`src/rtl/div_iter_pkg.sv`:
```
// Shared definitions for the iterative divider: FSM state encoding and
// the width of the step counter.
package div_iter_pkg;

  // Divider control states, held in a 2-bit register
  typedef enum logic [1:0] {
    DIV_IDLE = 2'd0,
    DIV_BUSY = 2'd1,
    DIV_DONE = 2'd2
  } div_state_e;

  // Counter must hold the value XLEN itself, hence the extra bit
  function automatic int div_cnt_w(input int xlen);
    return $clog2(xlen) + 1;
  endfunction

endpackage

```
`src/rtl/div_iter_step.sv`:
```
// One restoring-division step: shift the next dividend bit into the
// partial remainder, subtract the divisor when it fits.
module div_iter_step #(
  parameter int XLEN = 32
) (
  input  logic [XLEN-1:0] rem,
  input  logic            quo_msb,
  input  logic [XLEN-1:0] b,
  output logic [XLEN-1:0] rem_next,
  output logic            q_bit
);

  logic [XLEN:0] shifted;

  // The incoming remainder is always < b, so the shifted value fits in
  // XLEN+1 bits and the restored remainder fits back into XLEN bits.
  always_comb begin
    shifted  = {rem, quo_msb};
    q_bit    = (shifted >= {1'b0, b});
    rem_next = q_bit ? (shifted[XLEN-1:0] - b) : shifted[XLEN-1:0];
  end

endmodule

```
`src/rtl/div_iter.sv`:
```
// Multi-cycle unsigned radix-2 restoring divider with a req/ready
// handshake. Returns quotient or remainder as chosen per request.
// Optional build macro DIV_ITER_FAST_EN: b=0, a<b and b=1 complete
// straight from IDLE without iterating.
module div_iter
  import div_iter_pkg::*;
#(
  parameter int XLEN = 32
) (
  input  logic            clk_i,
  input  logic            rst_ni,
  input  logic            req_i,
  input  logic [XLEN-1:0] a_i,
  input  logic [XLEN-1:0] b_i,
  input  logic            is_q_i,
  output logic            ready_o,
  output logic [XLEN-1:0] result_o
);

  localparam int              CNT_W    = div_cnt_w(XLEN);
  localparam logic [CNT_W-1:0] CNT_INIT = CNT_W'(XLEN);
  localparam logic [CNT_W-1:0] CNT_LAST = CNT_W'(1);

  div_state_e        state_reg,  state_next;
  logic [XLEN-1:0]   rem_reg,    rem_next;
  logic [XLEN-1:0]   quo_reg,    quo_next;
  logic [XLEN-1:0]   b_reg,      b_next;
  logic              is_q_reg,   is_q_next;
  logic [CNT_W-1:0]  count_reg,  count_next;
  logic [XLEN-1:0]   result_reg, result_next;
  logic              ready_reg,  ready_next;

  logic [XLEN-1:0]   step_rem;
  logic              step_q;
  logic [XLEN-1:0]   step_quo;

  // Dividend bits are shifted out of the quotient register MSB-first
  // while quotient bits fill in from the LSB.
  div_iter_step #(.XLEN(XLEN)) u_step (
    .rem      (rem_reg),
    .quo_msb  (quo_reg[XLEN-1]),
    .b        (b_reg),
    .rem_next (step_rem),
    .q_bit    (step_q)
  );

  assign step_quo = {quo_reg[XLEN-2:0], step_q};

  // State and datapath registers; reset clears everything at once
  always_ff @(posedge clk_i or negedge rst_ni) begin
    if (!rst_ni) begin
      state_reg  <= DIV_IDLE;
      rem_reg    <= '0;
      quo_reg    <= '0;
      b_reg      <= '0;
      is_q_reg   <= 1'b0;
      count_reg  <= '0;
      result_reg <= '0;
      ready_reg  <= 1'b0;
    end else begin
      state_reg  <= state_next;
      rem_reg    <= rem_next;
      quo_reg    <= quo_next;
      b_reg      <= b_next;
      is_q_reg   <= is_q_next;
      count_reg  <= count_next;
      result_reg <= result_next;
      ready_reg  <= ready_next;
    end
  end

  // Next-state and datapath update; ready is produced one cycle ahead
  // so the output comes straight from a flop.
  always_comb begin
    state_next  = state_reg;
    rem_next    = rem_reg;
    quo_next    = quo_reg;
    b_next      = b_reg;
    is_q_next   = is_q_reg;
    count_next  = count_reg;
    result_next = result_reg;
    ready_next  = 1'b0;

    case (state_reg)
      DIV_IDLE: begin
        if (req_i) begin
          quo_next   = a_i;
          b_next     = b_i;
          is_q_next  = is_q_i;
          rem_next   = '0;
          count_next = CNT_INIT;
          state_next = DIV_BUSY;
`ifdef DIV_ITER_FAST_EN
          if (b_i == '0) begin
            result_next = is_q_i ? '1 : a_i;
            ready_next  = 1'b1;
            state_next  = DIV_DONE;
          end else if (a_i < b_i) begin
            result_next = is_q_i ? '0 : a_i;
            ready_next  = 1'b1;
            state_next  = DIV_DONE;
          end else if (b_i == XLEN'(1)) begin
            result_next = is_q_i ? a_i : '0;
            ready_next  = 1'b1;
            state_next  = DIV_DONE;
          end
`endif
        end
      end

      DIV_BUSY: begin
        // A dropped request is a pipeline flush: abandon the division
        // and leave the previous result untouched.
        if (!req_i) begin
          state_next = DIV_IDLE;
        end else begin
          rem_next   = step_rem;
          quo_next   = step_quo;
          count_next = count_reg - CNT_LAST;
          if (count_reg == CNT_LAST) begin
            result_next = is_q_reg ? step_quo : step_rem;
            ready_next  = 1'b1;
            state_next  = DIV_DONE;
          end
        end
      end

      DIV_DONE: begin
        state_next = DIV_IDLE;
      end

      default: begin
        state_next = DIV_IDLE;
      end
    endcase
  end

  assign ready_o  = ready_reg;
  assign result_o = result_reg;

endmodule

```
`config.mk`:
```
export PLATFORM = sky130hd
export DESIGN_NAME = div_iter
export DESIGN_NICKNAME = d
export VERILOG_FILES = /design/src/rtl/div_iter_pkg.sv /design/src/rtl/div_iter_step.sv /design/src/rtl/div_iter.sv
export SDC_FILE = /design/constraint.sdc
export NUM_CORES = 1
export LEC_CHECK = 0
export ABC_AREA = 1
export BUFFER_PORTS_ARGS = -buffer_cell sky130_fd_sc_hd__buf_2
export CAP_MARGIN = 40
export CORE_MARGIN = 5
export CORE_UTILIZATION = 51
export DETAILED_ROUTE_END_ITERATION = 8
export PLACE_DENSITY = 0.71
export SLEW_MARGIN = 0
export SYNTH_ARGS = -nofsm -noshare
export SYNTH_HDL_FRONTEND = slang
export SYNTH_HIERARCHICAL = 1
export SYNTH_SLANG_ARGS = --single-unit
```
`constraint.sdc`:
```
create_clock -name clk_i -period 4.65 [get_ports clk_i]
set_input_delay 0.2325 -clock clk_i [delete_from_list [all_inputs] [get_ports clk_i]]
set_output_delay 0.2325 -clock clk_i [all_outputs]
set_load 0.1 [all_outputs]
```
==> flow_summary.toml, run 1 <==
[global_routing]
track_usage_pct = 27.6
grt_pass1_wl_mm = 45.1
antenna_found_initial = 0
grt_pass1_vias = 8472
overflow = 0
grt_max_degree = 70

[sta]
maxSlewViolCount = 0
skew_ns = 0.0136
relSlewSlack_pct = 45.9
tightestPinTransition_ns = 0.808
rsz0062_at_grt = "false"
final.setup.worst_slack_ns = 1.56
setup_tns_ns = 0
finalHoldViolCount = 0
fin_crit_sh_pct = 66.5
layout_min_cycle_time_ns = 3.09
setup_viol = 0
max_freq_mhz = 323

[clock_network]
root_buffer = "clkbuf_16"
cts_max_path_buffers = 2
numClockSinks = 138
cts_htree_levels = 4
cts.repair.resized = 0
path_clk_slew_ns = 0.07
numCtsBuffers = 17
clk_latency_ns = 0.43
cts_tree = "done"

[floorplan]
start_util_pct = 51.6
rows = 49
die_x_um = 145
die_area_sq_um = 20900
ios = 101
coreArea_sq_um = 17900
die_y_um = 145

[detailed_routing]
dr_wl_met3_mm = 1.83
m1WireLength_mm = 12.7
vias_per_cell = 5.32
highest-signal-layer = "met4"
wl_met2_mm = 13.0
vias = 8917
dr.pass1.iters = 5
drc = 0
post_drt_wl_per_cell_um = 16.8
ant_nets = 0
drt-total-wl_mm = 28.1
drt_iter0_drc = 795

[logic_synthesis]
synth.ff_latch_count = 138
syn_inst = 1365
yosysWarnings = 6
synth_cell_types = 34
synth_top_area_share_pct = 37.4
ys_seq_area_share_pct = 37.4
yosysTopAreaCell = "dfrtp_1"
synthesis.area_sq_um = 9240
synth.area.top_cells = "dfrtp_1, nand2_1, inv_1"
syn_nets = 1468
synthesis.area_per_instance_sq_um = 6.77

[setup_path]
startpoint_type = "flip-flop"
cpMostUsedCell = "nand2_1"
critPathKind = "flip-flop to flip-flop"
slowest_delay_ns = 0.49
path_max_fanout = 36
r2r-end = "result_o[14]$_DFFE_PN0P_"
crit_chain = "ha_1, nand2_1, inv_1, nand2_1, nand2_1, a21oi_1, nand2_1, nor2_4, nand2_8, nand2_1, nand2_1, inv_1, o21ai_0, nand3_1, nand2_1"
r2r_slack_ns = 1.56
startpoint = "rem_reg[27]$_DFFE_PN0P_"
arrival_ns = 3.41
critical_path.reg2reg.startpoint = "rem_reg[27]$_DFFE_PN0P_"
cp_slowest_cell = "nor2_4"
cp_data_required_time_ns = 4.96
timing.critical_path.to = "result_o[14]$_DFFE_PN0P_"
worst_setup_path_end_kind = "flip-flop"
r2r_cells = 15

[power_and_ir_drop]
cellPowerDensity_nw_per_um2 = 672
p_seq_share_pct = 25.1
p_leak_nw = 5.79
power.total_mw = 6.94
p_switching_mw = 3.67
swShare_pct = 52.8
clockPowerShare_pct = 19.6
ir_worst_vdd_mv = 0.441
p_int_mw = 3.28
comb_power_share_pct = 55.3

[worst_hold_path]
hold_path.class = "primary input to flip-flop"

[job]
max-cap-violations = 0

[finish]
drive_above_1_share_pct = 12.0
insertedDiodeCount = 0
stdcell_area_sq_um = 10300
synthToLayoutAreaGrowth_pct = 11.8
layout.nets = 1536
n_fill_cell = 1758

[place]
place_hpwl_mm = 20.2
io_buffers = 100
pre_cts_ws_ns = 1.66
gp_congestion = 0.994
placed_cell_area_sq_um = 9740

[run_status]
status = "completed"
power by group through the flow:
stage	Combinational [mW]	Sequential, mW	Clock (mW)
3_3_place_gp	3.76	1.75	0
5_1_grt	4.25	1.77	1.43
6_report	3.84	1.74	1.36
4_1_cts	3.80	1.74	1.38
3_5_place_dp	3.78	1.75	0
2_1_floorplan	2.44	2.18	0
critical path: cells and delay by family, from the launching register on:
family	cells	cell delay, ns
AO/OA/AOI/OAI	2	0.33
AND/OR/NAND/NOR	10	1.66
adder cells (fa/ha/maj)	1	0.36
buffers and inverters	2	0.17
flip-flops	1	0.42
layer usage:
| layer | global-route usage [%] | up-vias |
|---|---|---|
| met5 | 0 | - |
| met4 | 7.56 | 0 |
| met3 | 4.07 | 33 |
| met2 | 43.8 | 318 |
| met1 | 39.4 | 4138 |
| li1 | - | 4428 |
placed cells by master, fill, tap and decap left out, types with 2 or more instances in the layout:
cell type and instances:
nand2_4 2, clkinv_2 3, nor3_1 6, nand3_2 11, nand3_1 127, a21oi_1 54
o21ai_1 20, dfrtp_1 138, nand4_1 3, o22ai_1 2, nand2_1 510, o21ai_0 113
inv_1 190, nor2_1 37, nand2_2 6, a21o_1 2, buf_4 8, nor3_2 3
buf_2 99, and2_1 8, inv_8 2, inv_2 4, ha_1 34, xor2_1 13
nand3b_1 11, xnor2_1 2, inv_6 7, nor2_2 4, clkbuf_16 17
cells by family (layout without fill, tap and decap cells):
group / count (synthesis) / after routing / synth area share, %
AOI/OAI and AO/OA: 191 / 191 / 10.4
adders and majority gates: 35 / 35 / 4.82
and+or+nand+nor: 732 / 732 / 34.2
DFF: 138 / 138 / 37.4
xor gates and xnor gates: 15 / 15 / 1.42
buffers and inverters: 254 / 335 / 11.7
repair_timing:
| action | 4_1_cts | 5_1_grt |
|---|---|---|
| hold buffers | 1 | 0 |
| buffers inserted | 0 | 0 |
| hold endpoints to repair | 65 | 0 |
layout make-up:
class,instances,area (sq um),area share [%]
inverters,194,728,7.05
well taps,229,287,2.77
clock inverters,15,154,1.49
repair buffers,109,577,5.58
multi-input cells,973,4700,45.5
flip-flops and latches,138,3450,33.4
clock buffers,17,425,4.12
worst min path at each step:
stage	start	cells after the start	end	slack, ns
floorplan	rst_ni	0	b_reg[0]$_DFFE_PN0P_	-0.06
finish	b_i[26]	3	b_reg[26]$_DFFE_PN0P_	0.03
detailed placement	rst_ni	1	b_reg[16]$_DFFE_PN0P_	0.29
CTS	b_i[20]	3	b_reg[20]$_DFFE_PN0P_	0.02
global placement	rst_ni	1	b_reg[17]$_DFFE_PN0P_	0.29
global route	b_i[28]	3	b_reg[28]$_DFFE_PN0P_	0.03
per-stage QoR:
| step | util, % | hold WS, ns | cells |
|---|---|---|---|
| after floorplan | - | -0.0631 | 1365 |
| after global placement | 54.4 | 0.294 | 1642 |
| after detailed placement | 54.4 | 0.291 | 1642 |
| after CTS | 57.7 | 0.0158 | 1675 |
| after global routing | 57.7 | 0.0271 | 1675 |
| final | 57.7 | 0.0307 | 1675 |
synthesized netlist by cell type:
library cell / n
ha_1: 34
inv_1: 190
o21ai_0: 113
nor2_4: 1
nor2_1: 37
nand2_8: 1
o22ai_1: 2
buf_4: 9
nand2_2: 6
fa_1: 1
nand3_4: 1
dfrtp_1: 138
nor3_2: 3
and2_1: 8
nor3_1: 6
nand3_1: 127
inv_2: 4
clkbuf_1: 17
nor2_2: 4
nand2_1: 510
buf_2: 27
o21ai_1: 20
clkbuf_2: 1
xnor2_1: 2
nand4_1: 3
nand2_4: 2
xor2_1: 13
buf_6: 4
a21o_1: 2
nand3_2: 11
nor2_8: 1
a21oi_1: 54
buf_12: 2
nand3b_1: 11
(Power assumes the default switching activity.)
==> run 2, diff against run 1 <==
Clock period 4.65 ns to 3.15 ns, I/O delays scaled along.
==> flow_summary.toml, run 2 (synthesized netlist as in run 1, its figures left out) <==
[setup_path]
startpoint = "rem_reg[2]$_DFFE_PN0P_"
timing.critical_path.to = "result_o[14]$_DFFE_PN0P_"
critPathKind = "flip-flop to flip-flop"
r2r-end = "result_o[14]$_DFFE_PN0P_"
startpoint_type = "flip-flop"
arrival_ns = 3.07
cp_data_required_time_ns = 3.51
path_max_fanout = 30
critical_path.reg2reg.startpoint = "rem_reg[2]$_DFFE_PN0P_"
worst_setup_path_end_kind = "flip-flop"
r2r_slack_ns = 0.44
r2r_cells = 17

[global_routing]
top_usage_layer = "met2"
globalRouteMet1Util_pct = 37.4
antenna_found_initial = 0
grt_max_degree = 68
track_usage_pct = 27.2
met3_usage_pct = 4.86
grt_pass1_vias = 8642
grt_util_met2_pct = 44.3
grt_pass1_wl_mm = 44.6
overflow = 0

[clock_network]
cts_htree_levels = 4
cts_tree = "done"
root_buffer = "clkbuf_16"
post_cts_buffers = 0
cts.repair.resized = 0
path_clk_slew_ns = 0.07
cts_max_path_buffers = 2
clk_latency_ns = 0.43
numCtsBuffers = 17
numClockSinks = 138

[finish]
drive_above_1_share_pct = 12.0
insertedDiodeCount = 0
n_fill_cell = 1728
final_cell_mix = "nand2_1, inv_1, dfrtp_1"
stdcell_area_sq_um = 10900
layout.nets = 1584
synthToLayoutAreaGrowth_pct = 17.5
layout.cells.non_filler = 1723
final_common_cell = "nand2_1"

[detailed_routing]
drt-total-wl_mm = 27.9
drt_iter0_drc = 755
drc = 0
post_drt_wl_per_cell_um = 16.2
ant_nets = 0
vias_per_cell = 5.20
dr.pass1.iters = 5
vias = 8962

[place]
io_buffers = 100
placed_cell_area_sq_um = 9810
gp_congestion = 1.02
dp_cells = 1647
place_hpwl_mm = 20.2

[sta]
maxSlewViolCount = 0
fin_crit_sh_pct = 86.0
skew_ns = 0.0123
tightestPinTransition_ns = 0.773
layout_min_cycle_time_ns = 2.71
setup_viol = 0
finalHoldViolCount = 0
relSlewSlack_pct = 48.3
setup_tns_ns = 0
rsz0062_at_grt = "false"
max_freq_mhz = 369

[power_and_ir_drop]
cellPowerDensity_nw_per_um2 = 950
p_leak_nw = 6.01
ir_worst_vdd_mv = 0.594

[floorplan]
die_area_sq_um = 20900
start_util_pct = 51.6
ios = 101
die_y_um = 145
coreArea_sq_um = 17900
die_x_um = 145
rows = 49

[run_status]
status = "completed"

[worst_hold_path]
hold_path.class = "primary input to flip-flop"

[job]
max-cap-violations = 0
[run 2: cell count changes in the layout (fill, tap and decap cells not counted), sizes merged]
cell	previous run	this run
dlygate4sd3	1	44
clkinvlp	0	1
buf	108	113
clkinv	5	6
inv	203	201
[run 2: layer usage]
layer | part of all wire (%) | wire length (um)
met1 | 44 | 12300
met2 | 47 | 13100
met3 | 6.3 | 1760
met4 | 2.2 | 606
met5 | 0 | 0
[run 2: worst max-delay path: stages, from the launching register on]
cell     delay [ns]
dfrtp_1        0.40
ha_1           0.42
nand2_2        0.17
inv_1          0.05
nand2_1        0.07
nand2_1        0.05
nand2_1        0.06
nand3_2        0.15
nand2_2        0.12
nand2_2        0.08
nand2_4        0.09
buf_4          0.33
nand3_1        0.13
nand2_1        0.10
inv_1          0.07
o21ai_0        0.15
nand3_1        0.09
nand2_1        0.10
[run 2: metrics by stage]
step / worst slack [ns] / power [mW] / hold slack [ns] / util (%)
CTS: 0.458 / 10.3 / 0.00176 / 60.6
global route: 0.132 / 11.1 / 0.0113 / 60.6
floorplan: 1.08 / 6.83 / -0.138 / -
global placement: 0.483 / 8.13 / 0.323 / 54.6
finish: 0.441 / 10.3 / 0.00979 / 60.6
detailed placement: 0.465 / 8.17 / 0.123 / 54.8
[run 2: what timing repair did]
item,CTS,global route
hold buffers,44,0
endpoints found under the setup margin,0,0
endpoints found under the hold margin,85,0
[run 2: report_power, final]
| group | internal (mW) | leakage, nW | switching [mW] |
|---|---|---|---|
| clock | 1.14 | 0.293 | 0.908 |
| sequential | 2.19 | 1.79 | 0.378 |
| combinational | 1.57 | 3.92 | 4.13 |
| total | 4.90 | 6.01 | 5.41 |
[run 2: worst min path at each step]
stage,startpoint,to,slack [ns],depth (start not counted)
2_1_floorplan,rst_ni,b_reg[0]$_DFFE_PN0P_,-0.14,0
3_3_place_gp,rst_ni,b_reg[16]$_DFFE_PN0P_,0.32,1
3_5_place_dp,rst_ni,b_reg[17]$_DFFE_PN0P_,0.12,1
4_1_cts,a_i[22],quo_reg[22]$_DFFE_PN0P_,0.002,3
5_1_grt,a_i[5],quo_reg[5]$_DFFE_PN0P_,0.01,3
6_report,a_i[4],quo_reg[4]$_DFFE_PN0P_,0.01,3
[run 2: area by class of cell]
class | instances | area [sq um] | share of cell area, %
Multi-Input combinational cell | 973 | 4700 | 43.3
Sequential cell | 138 | 3450 | 31.8
Clock inverter | 15 | 181 | 1.67
Timing Repair Buffer | 157 | 1080 | 9.92
Clock buffer | 17 | 425 | 3.92
Tap cell | 229 | 287 | 2.64
Inverter | 194 | 728 | 6.71
